[src/rtl/sequential_alu.sv]
// Multi-cycle signed ALU (add/sub/mul/div) with overflow flag and level-request / one-cycle-accept handshake.
// Iterative multiply/divide is built only when SEQUENTIAL_ALU_MULDIV_EN is defined.
module sequential_alu #(
    parameter int DATA_WIDTH = 4
) (
    input  logic                  i_clk,
    input  logic                  i_nrst,
    input  logic [DATA_WIDTH-1:0] i_a,
    input  logic [DATA_WIDTH-1:0] i_b,
    input  logic                  i_add,
    input  logic                  i_sub,
    input  logic                  i_mul,
    input  logic                  i_div,
    output logic [DATA_WIDTH-1:0] o_q,
    output logic                  o_ovf,
    output logic                  o_accept
);

    localparam int W = DATA_WIDTH;
    localparam logic [W-1:0] MIN_VAL = {1'b1, {(W-1){1'b0}}};

    typedef enum logic [1:0] {S_IDLE, S_EXEC, S_DONE} state_t;
    typedef enum logic [1:0] {OP_ADD, OP_SUB, OP_MUL, OP_DIV} op_t;

    state_t       r_state, w_state_next;
    op_t          r_op, w_op_req;
    logic         w_req;
    logic         w_start;
    logic         w_last;
    logic [W-1:0] r_a, r_b;
    logic [W-1:0] r_q;
    logic         r_ovf;
    logic         r_accept;
    logic [W:0]   w_sum;
    logic [W-1:0] w_neg_b;
    logic         w_b_min;
    logic [W-1:0] w_val;
    logic         w_res_ovf;

    // Request decode with fixed priority add > sub > mul > div.
    always_comb begin
        w_req    = i_add | i_sub | i_mul | i_div;
        w_op_req = OP_DIV;
        if (i_add)      w_op_req = OP_ADD;
        else if (i_sub) w_op_req = OP_SUB;
        else if (i_mul) w_op_req = OP_MUL;
        w_start = (r_state == S_IDLE) && w_req;
    end

    always_ff @(posedge i_clk or negedge i_nrst) begin
        if (!i_nrst) r_state <= S_IDLE;
        else         r_state <= w_state_next;
    end

    // NOTE: every combinational output gets a default first so no path can infer a latch.
    always_comb begin
        w_state_next = r_state;
        case (r_state)
            S_IDLE:  if (w_req)  w_state_next = S_EXEC;
            S_EXEC:  if (w_last) w_state_next = S_DONE;
            default: w_state_next = S_IDLE;
        endcase
    end

    // Subtract is A + (-B); negating MIN wraps, so B == MIN is flagged separately.
    always_comb begin
        w_b_min = (r_b == MIN_VAL);
        w_neg_b = -r_b;
        w_sum   = {r_a[W-1], r_a} +
                  ((r_op == OP_SUB) ? {w_neg_b[W-1], w_neg_b} : {r_b[W-1], r_b});
    end

`ifdef SEQUENTIAL_ALU_MULDIV_EN
    localparam int CNT_W = $clog2(W);

    logic [CNT_W-1:0] r_cnt;
    logic [2*W-1:0]   r_acc, w_acc_next;
    logic [W-1:0]     r_ma, r_mb, w_mb_next;
    logic [W:0]       w_rem_sh, w_diff;
    logic [W-1:0]     w_abs_a, w_abs_b;
    logic [W-1:0]     w_mag;
    logic             w_neg_res;

    // r_ma holds the fixed magnitude (multiplicand / divisor); r_mb is shifted out
    // MSB-first (multiplier / dividend) and collects quotient bits during divide.
    always_comb begin
        w_abs_a   = i_a[W-1] ? -i_a : i_a;
        w_abs_b   = i_b[W-1] ? -i_b : i_b;
        w_rem_sh  = {r_acc[W-1:0], r_mb[W-1]};
        w_diff    = w_rem_sh - {1'b0, r_ma};
        w_neg_res = r_a[W-1] ^ r_b[W-1];
        if (r_op == OP_MUL) begin
            w_acc_next = (r_acc << 1) + (r_mb[W-1] ? {{W{1'b0}}, r_ma} : '0);
            w_mb_next  = {r_mb[W-2:0], 1'b0};
        end else begin
            w_acc_next = w_diff[W] ? {{(W-1){1'b0}}, w_rem_sh} : {{(W-1){1'b0}}, w_diff};
            w_mb_next  = {r_mb[W-2:0], ~w_diff[W]};
        end
        w_mag  = (r_op == OP_MUL) ? w_acc_next[W-1:0] : w_mb_next;
        w_last = (r_op == OP_ADD) || (r_op == OP_SUB) || (r_cnt == '0);
    end

    always_ff @(posedge i_clk or negedge i_nrst) begin
        if (!i_nrst) begin
            r_cnt <= '0;
            r_acc <= '0;
            r_ma  <= '0;
            r_mb  <= '0;
        end else if (w_start) begin
            r_cnt <= CNT_W'(W - 1);
            r_acc <= '0;
            r_ma  <= (w_op_req == OP_MUL) ? w_abs_a : w_abs_b;
            r_mb  <= (w_op_req == OP_MUL) ? w_abs_b : w_abs_a;
        end else if (r_state == S_EXEC) begin
            r_cnt <= r_cnt - CNT_W'(1);
            r_acc <= w_acc_next;
            r_mb  <= w_mb_next;
        end
    end
`else
    assign w_last = 1'b1;
`endif

    always_comb begin
        w_res_ovf = 1'b1;
        w_val     = '0;
        case (r_op)
            OP_ADD: begin
                w_res_ovf = w_sum[W] ^ w_sum[W-1];
                w_val     = w_sum[W-1:0];
            end
            OP_SUB: begin
                w_res_ovf = (w_sum[W] ^ w_sum[W-1]) | w_b_min;
                w_val     = w_sum[W-1:0];
            end
`ifdef SEQUENTIAL_ALU_MULDIV_EN
            // A product magnitude of exactly 2^(W-1) is flagged even when negative.
            OP_MUL: begin
                w_res_ovf = |w_acc_next[2*W-1:W-1];
                w_val     = w_neg_res ? -w_mag : w_mag;
            end
            OP_DIV: begin
                w_res_ovf = (r_b == '0) | (r_a == MIN_VAL) | w_b_min;
                w_val     = w_neg_res ? -w_mag : w_mag;
            end
`endif
            default: begin
                w_res_ovf = 1'b1;
                w_val     = '0;
            end
        endcase
    end

    // NOTE: sequential state uses non-blocking assignments so every register samples pre-edge values.
    always_ff @(posedge i_clk or negedge i_nrst) begin
        if (!i_nrst) begin
            r_op     <= OP_ADD;
            r_a      <= '0;
            r_b      <= '0;
            r_q      <= '0;
            r_ovf    <= 1'b0;
            r_accept <= 1'b0;
        end else begin
            r_accept <= 1'b0;
            if (w_start) begin
                r_op <= w_op_req;
                r_a  <= i_a;
                r_b  <= i_b;
            end
            if ((r_state == S_EXEC) && w_last) begin
                r_q      <= w_res_ovf ? '0 : w_val;
                r_ovf    <= w_res_ovf;
                r_accept <= 1'b1;
            end
        end
    end

    assign o_q      = r_q;
    assign o_ovf    = r_ovf;
    assign o_accept = r_accept;

endmodule

[config.mk]
export PLATFORM = sky130hd
export DESIGN_NAME = sequential_alu
export DESIGN_NICKNAME = d
export VERILOG_FILES = /design/src/rtl/sequential_alu.sv
export SDC_FILE = /design/constraint.sdc
export NUM_CORES = 1
export LEC_CHECK = 0
export CORE_MARGIN = 2
export CORE_UTILIZATION = 52
export CTS_BUF_LIST = sky130_fd_sc_hd__clkbuf_8
export CTS_CLUSTER_SIZE = 8
export DETAILED_ROUTE_END_ITERATION = 6
export PLACE_DENSITY = 0.81
export REMOVE_ABC_BUFFERS = 1
export SETUP_SLACK_MARGIN = 0.1
export SYNTH_ARGS = -nofsm -noshare
export SYNTH_HDL_FRONTEND = slang
export SYNTH_SLANG_ARGS = --single-unit
[constraint.sdc]
create_clock -name i_clk -period 2.5 [get_ports i_clk]
set_input_delay 0.5 -clock i_clk [delete_from_list [all_inputs] [get_ports i_clk]]
set_output_delay 0.5 -clock i_clk [all_outputs]
set_load 0.01 [all_outputs]
==> results of run 1 <==
## synthesized netlist by cell type (2+ instances only)
cell type	instances	area [um^2]
mux2_1	2	22.52
nor3_1	3	15.01
o211ai_1	5	37.54
o21ai_0	2	10.01
a21oi_1	3	15.01
nand2_1	8	30.03
inv_1	6	22.52
nand2b_1	2	12.51
ha_1	5	62.56
nand3_1	2	10.01
xor2_1	2	17.52
dfrtp_1	18	450.4
mux2_2	6	67.56
nor2_1	4	15.01
nor4b_1	3	26.28
## power breakdown
group,internal [mW],switching [mW],total (mW)
logic,0.550,0.633,1.18
registers,0.420,0.0862,0.507
clock network,0.140,0.0984,0.238
## worst min-delay path by stage
stage,slack [ns],endpoint,cells after the start
floorplan,0.20,o_accept,0
detailed placement,0.47,o_q[3],1
CTS,0.48,o_q[3],1
finish,0.48,o_q[3],1
global placement,0.46,o_q[3],1
global route,0.49,o_q[3],1
## worst max-delay path, stage by stage (launching register included)
cell and delay [ns]:
dfrtp_1 0.37, inv_1 0.06, ha_1 0.23, nor2_2 0.16, xor2_1 0.22, ha_1 0.33
a21oi_2 0.19, a21oi_2 0.11, or4b_1 0.52, nand3_1 0.08
## layer usage
| metal | vias up | track usage [%] | wire length, um |
|---|---|---|---|
| li1 | 372 | - | - |
| met3 | 6 | 7.692 | 103 |
| met5 | - | 0 | 0 |
| met1 | 348 | 23.86 | 794 |
| met4 | 0 | 8.889 | 58 |
| met2 | 18 | 28.92 | 926 |
## state kept, by name, indices dropped and copies added, names as in the netlist
name / cells
o_accept: 1
o_ovf: 1
o_q: 4
r_a: 4
r_b: 4
r_op: 2
r_state: 2
## logic make-up after synthesis
logic type	share of synthesized area (%)
XOR/XNOR	2.686
multiplexers	9.207
flip-flops	46.04
buffers and inverters	3.963
AO/OA/AOI/OAI	10.61
AND/OR/NAND/NOR	19.05
adder cells (fa/ha/maj)	8.440
## layout make-up
class,count,share of cell area [%]
multi-input combinational,62,40.50
sequential,18,34.72
timing repair buffer,22,16.39
clock buffer,4,4.243
tap,25,2.411
inverter,6,1.736
## what timing repair did
item / 4_1_cts / 5_1_grt
setup endpoints to repair: 0 / 5
buffers inserted: 0 / 1
resized for setup: 0 / 9
hold buffers: 0 / 0
==> impl_metrics.csv, run 1 <==
group,metric,value,unit
sta,holdWs,0.4751,ns
global_route,grt_pass1_vias,649,
yosys,synth-seq-cells,18,
yosys,synth_ff_type,"dfrtp_1",
pwr,finalPower,1.928,mW
worst_setup_path,r2r_cells,9,
final_layout,fin_cells,137,
yosys,synth_edf_count,0,
worst_setup_path,worstPathMaxFanout,6,
placed_design,postPlaceCellArea,1199,um^2
cts,h-tree-depth,1,
detailed_routing,drtAntennaViolNets,0,
placed_design,post-place-ws,0.1469,ns
final_layout,stdcell_area,1297,um^2
yosys,synth.distinct_cells,32,
sta,period_needed,2.338,ns
cts,cts_sinks,18,
detailed_routing,drt-initial-drc-count,17,
sta,max_freq,0.4277,GHz
sta,setup_tns,0,ns
cts,clk_latency,0.25,ns
final_layout,final_cell_mix,"19 x clkdlybuf4s50_1, 18 x dfrtp_1, 8 x nand2_1",
sta,relSlewSlack,47.46,%
final_layout,fillCellCount,134,
yosys,syn_area_per_cell,11.12,um^2
worst_setup_path,startpoint_type,"flop",
floorplanning,dieArea,2244,um^2
sta,hold_viol_final,0,
flow_run,maxCapViolCount,0,
cts,clock_path_buffers,2,
final_layout,nets,133,
cts,cts_root_buf,"clkbuf_8",
final_layout,layout_commonest_cell,"clkdlybuf4s50_1",
global_route,grt_max_degree,19,
sta,setup_ws,0.1617,ns
sta,period_share,93.53,%
pwr,p_leak,0.5525,nW
sta,fin_skew,0.001985,ns
global_route,antenna_found_initial,0,
detailed_routing,post_drt_wl_per_cell,13.74,um
pwr,irDropWorstVdd,0.9514,mV
floorplanning,initial_core_util,56.06,%
floorplanning,die_w,47.38,um
floorplanning,io_pins,20,
hold_path,worstHoldPathType,"flop to flop",
final_layout,area_growth,32.61,%
detailed_routing,via_per_inst,5.431,
floorplanning,rows,15,
final_layout,final_util,74.34,%
worst_setup_path,path_class,"flop to flop",
final_layout,layout-drive-gt1-share,21.43,%
worst_setup_path,critical_path.endpoint,"o_q[2]",
cts,path_clk_slew,0.07,ns
global_route,grt_overflow,0,
placed_design,gp_congestion,0.7712,
cts,cts_buffers,3,
final_layout,multi_input_area,525.5,um^2
cts,cts_tree,"done",
sta,final-setup-viol-count,0,
yosys,synth_cells,88,
pwr,power_density,1486,nW/um^2
run_status,status,"complete, no violations",
global_route,grt_pass1_wl,2835,um
worst_setup_path,worst_ep_required_time,2.69,ns
floorplanning,fp.dieH,47.38,um
hold_path,hp-start,"o_q[3]",
worst_setup_path,reg2reg_to,"o_q[2]",
placed_design,io_buffers,19,
detailed_routing,finalWirelength,1883,um
worst_setup_path,r2r_slack,0.16,ns
yosys,async_flop_share,100.0,%
sta,worstMarginPinSlew,0.7857,ns
final_layout,antenna_cells,0,
detailed_routing,via_count,744,
sta,slew_viol_final,0,
placed_design,hpwl,1312,um
floorplanning,core,1745,um^2
worst_setup_path,end_kind,"flop",
worst_setup_path,cp.arrival,2.53,ns
sta,rsz0062_at_grt,"true",
yosys,seq_area_frac_synth,46.04,%
worst_setup_path,worstReg2RegStart,"r_b[0]",
yosys,yosysWarnings,0,
yosys,syn_area,978.4,um^2
final_layout,regArea,450.4,um^2
detailed_routing,dr.pass1.iters,4,
global_route,grt_util_all_layers,19.13,%
worst_setup_path,critPathLaunch,"r_b[0]",
detailed_routing,drc_errors,0,
placed_design,dp_cells,132,
(Power assumes the default switching activity.)
==> run 2: changes to the inputs <==
Settings changed: ABC_AREA from default to 0, CTS_BUF_LIST sky130_fd_sc_hd__clkbuf_8 to sky130_fd_sc_hd__clkbuf_2 sky130_fd_sc_hd__clkbuf_4 sky130_fd_sc_hd__clkbuf_8, RECOVER_POWER from default to 50.
==> run 2 against run 1 <==
  * Combinational power down 7%
  * Count of clock-buffer cells in the layout unchanged
  * Register-to-register slack better by 0.05 ns
  * Final area down 3.2%
  * Clock skew down 0.0011 ns
  * Clock power down 25%
  * Via count down 1.3%
  * Global-route usage down 0.55 points
  * Non-clock buffer count unchanged
  * Sequential cell count unchanged
  * Largest power group unchanged
==> impl_metrics.csv, run 2 (synthesized netlist as in run 1, its figures left out) <==
group,metric,value,unit
floorplanning,fp.dieH,47.38,um
sta,rsz0062_at_grt,"false",
sta,max_freq,0.4377,GHz
detailed_routing,drc_errors,0,
detailed_routing,dr_wl_met2,882,um
worst_setup_path,path_class,"flop to flop",
pwr,power_frac_clock,10.0,%
placed_design,postPlaceCellArea,1199,um^2
sta,fin_skew,0.0008517,ns
worst_setup_path,worst_ep_required_time,2.73,ns
placed_design,io_buffers,19,
sta,slew_viol_final,0,
placed_design,gp_congestion,0.7712,
pwr,p_int,1.019,mW
floorplanning,rows,15,
worst_setup_path,reg2reg_to,"o_q[2]",
worst_setup_path,startpoint_type,"flop",
cts,cts_buffers,3,
floorplanning,initial_core_util,56.06,%
worst_setup_path,critical_path.endpoint,"o_q[2]",
pwr,switching_share,42.80,%
pwr,p_sw,0.7627,mW
global_route,grt_util_all_layers,18.58,%
placed_design,post-place-ws,0.1469,ns
cts,h-tree-depth,1,
global_route,grt_max_degree,19,
detailed_routing,top_layer,"met4",
worst_setup_path,critical_path.cell_chain,"inv_1 -> ha_1 -> mux2_2 -> ha_1 -> nand3_1 -> and3_1 -> or4b_1 -> nand3_1",
pwr,irDropWorstVdd,0.8940,mV
global_route,grt_overflow,0,
final_layout,area_growth,28.39,%
detailed_routing,finalWirelength,1721,um
detailed_routing,wl_met3,65,um
final_layout,stdcell_area,1256,um^2
detailed_routing,via_per_inst,5.358,
worst_setup_path,cp.arrival,2.52,ns
sta,holdWs,0.4833,ns
final_layout,antenna_cells,0,
cts,cts_sinks,18,
hold_path,worstHoldPathType,"flop to flop",
worst_setup_path,r2r_cells,8,
worst_setup_path,r2r_slack,0.22,ns
final_layout,nets,133,
worst_setup_path,critPathLaunch,"r_b[1]",
detailed_routing,post_drt_wl_per_cell,12.56,um
cts,clock_path_buffers,2,
pwr,pwr-share-seq,28.2,%
pwr,power_density,1418,nW/um^2
sta,period_needed,2.285,ns
run_status,status,"complete, no violations",
sta,final-setup-viol-count,0,
floorplanning,io_pins,20,
cts,path_clk_slew,0.10,ns
floorplanning,die_w,47.38,um
detailed_routing,drt-initial-drc-count,8,
final_layout,regArea,450.4,um^2
placed_design,hpwl,1312,um
worst_setup_path,crit_slowest_cell,"or4b_1",
cts,clk_latency,0.29,ns
sta,setup_tns,0,ns
global_route,grt_pass1_vias,656,
detailed_routing,wirelength_met1,760,um
final_layout,multi_input_area,506.7,um^2
pwr,combPwrFrac,61.8,%
worst_setup_path,end_kind,"flop",
pwr,p_leak,0.5392,nW
cts,cts_root_buf,"clkbuf_4",
sta,relSlewSlack,47.40,%
global_route,grt_pass1_wl,2787,um
floorplanning,dieArea,2244,um^2
sta,period_share,91.39,%
detailed_routing,via_count,734,
final_layout,fillCellCount,138,
worst_setup_path,worstReg2RegStart,"r_b[1]",
sta,worstMarginPinSlew,0.7865,ns
sta,hold_viol_final,0,
global_route,antenna_found_initial,0,
detailed_routing,drtAntennaViolNets,0,
flow_run,maxCapViolCount,0,
sta,setup_ws,0.2153,ns
final_layout,final_cell_mix,"18 x clkdlybuf4s50_1, 18 x dfrtp_1, 8 x nand2_1",
cts,cts_tree,"done",
floorplanning,core,1745,um^2
detailed_routing,dr.pass1.iters,5,
worst_setup_path,critPathMaxStageDelay,0.51,ns
pwr,finalPower,1.782,mW
worst_setup_path,worstPathMaxFanout,6,
final_layout,layout-drive-gt1-share,16.07,%
cts,holdBufCountCts,0,
## run 2: power by group through the flow
stage          Combinational [mW]  Clock (mW)  Sequential [mW]
3_3_place_gp                 1.02           0            0.507
4_1_cts                      1.07       0.187            0.504
5_1_grt                      1.22       0.198            0.521
2_1_floorplan               0.770           0            0.515
3_5_place_dp                 1.05           0            0.511
6_report                     1.10       0.179            0.503
## run 2: timing repair
item                       in CTS  in global routing
pin swaps                       0                  0
gates resized for setup         0                  4
setup endpoints to repair       1                  3
setup buffers                   1                  0
## run 2: area by class of cell
cell class	count	area share, %
Sequential cell	18	35.86
Inverter	6	1.793
Timing Repair Buffer	22	16.63
Tap cell	25	2.490
Multi-Input combinational cell	62	40.34
Clock buffer	4	2.888
## run 2: worst min-delay path by stage
stage           start       end  slack [ns]  depth (start not counted)
2_1_floorplan  i_nrst  o_accept        0.20                          0
3_5_place_dp   o_q[3]    o_q[3]        0.47                          1
3_3_place_gp   o_q[3]    o_q[3]        0.46                          1
6_report       o_q[3]    o_q[3]        0.48                          1
4_1_cts        o_q[3]    o_q[3]        0.49                          1
5_1_grt        o_q[3]    o_q[3]        0.50                          1
## run 2: worst max-delay path, delay by kind of cell (launching register included)
family        cells  cell delay, ns
buf+inv           1            0.08
simple gates      4            0.95
flops             1            0.40
mux               1            0.29
fa+ha+maj         2            0.51
## run 2: metal layers
metal  GRT usage [%]  vias to the layer above
li1                -                      376
met2           30.00                       16
met4           10.00                        0
met5               0                        -
met1           23.37                      340
met3           3.462                        2
## run 2: through the flow
step	util, %	std cells
2_1_floorplan	-	86
3_3_place_gp	68.67	132
3_5_place_dp	68.67	132
4_1_cts	71.18	137
5_1_grt	71.97	137
6_report	71.97	137
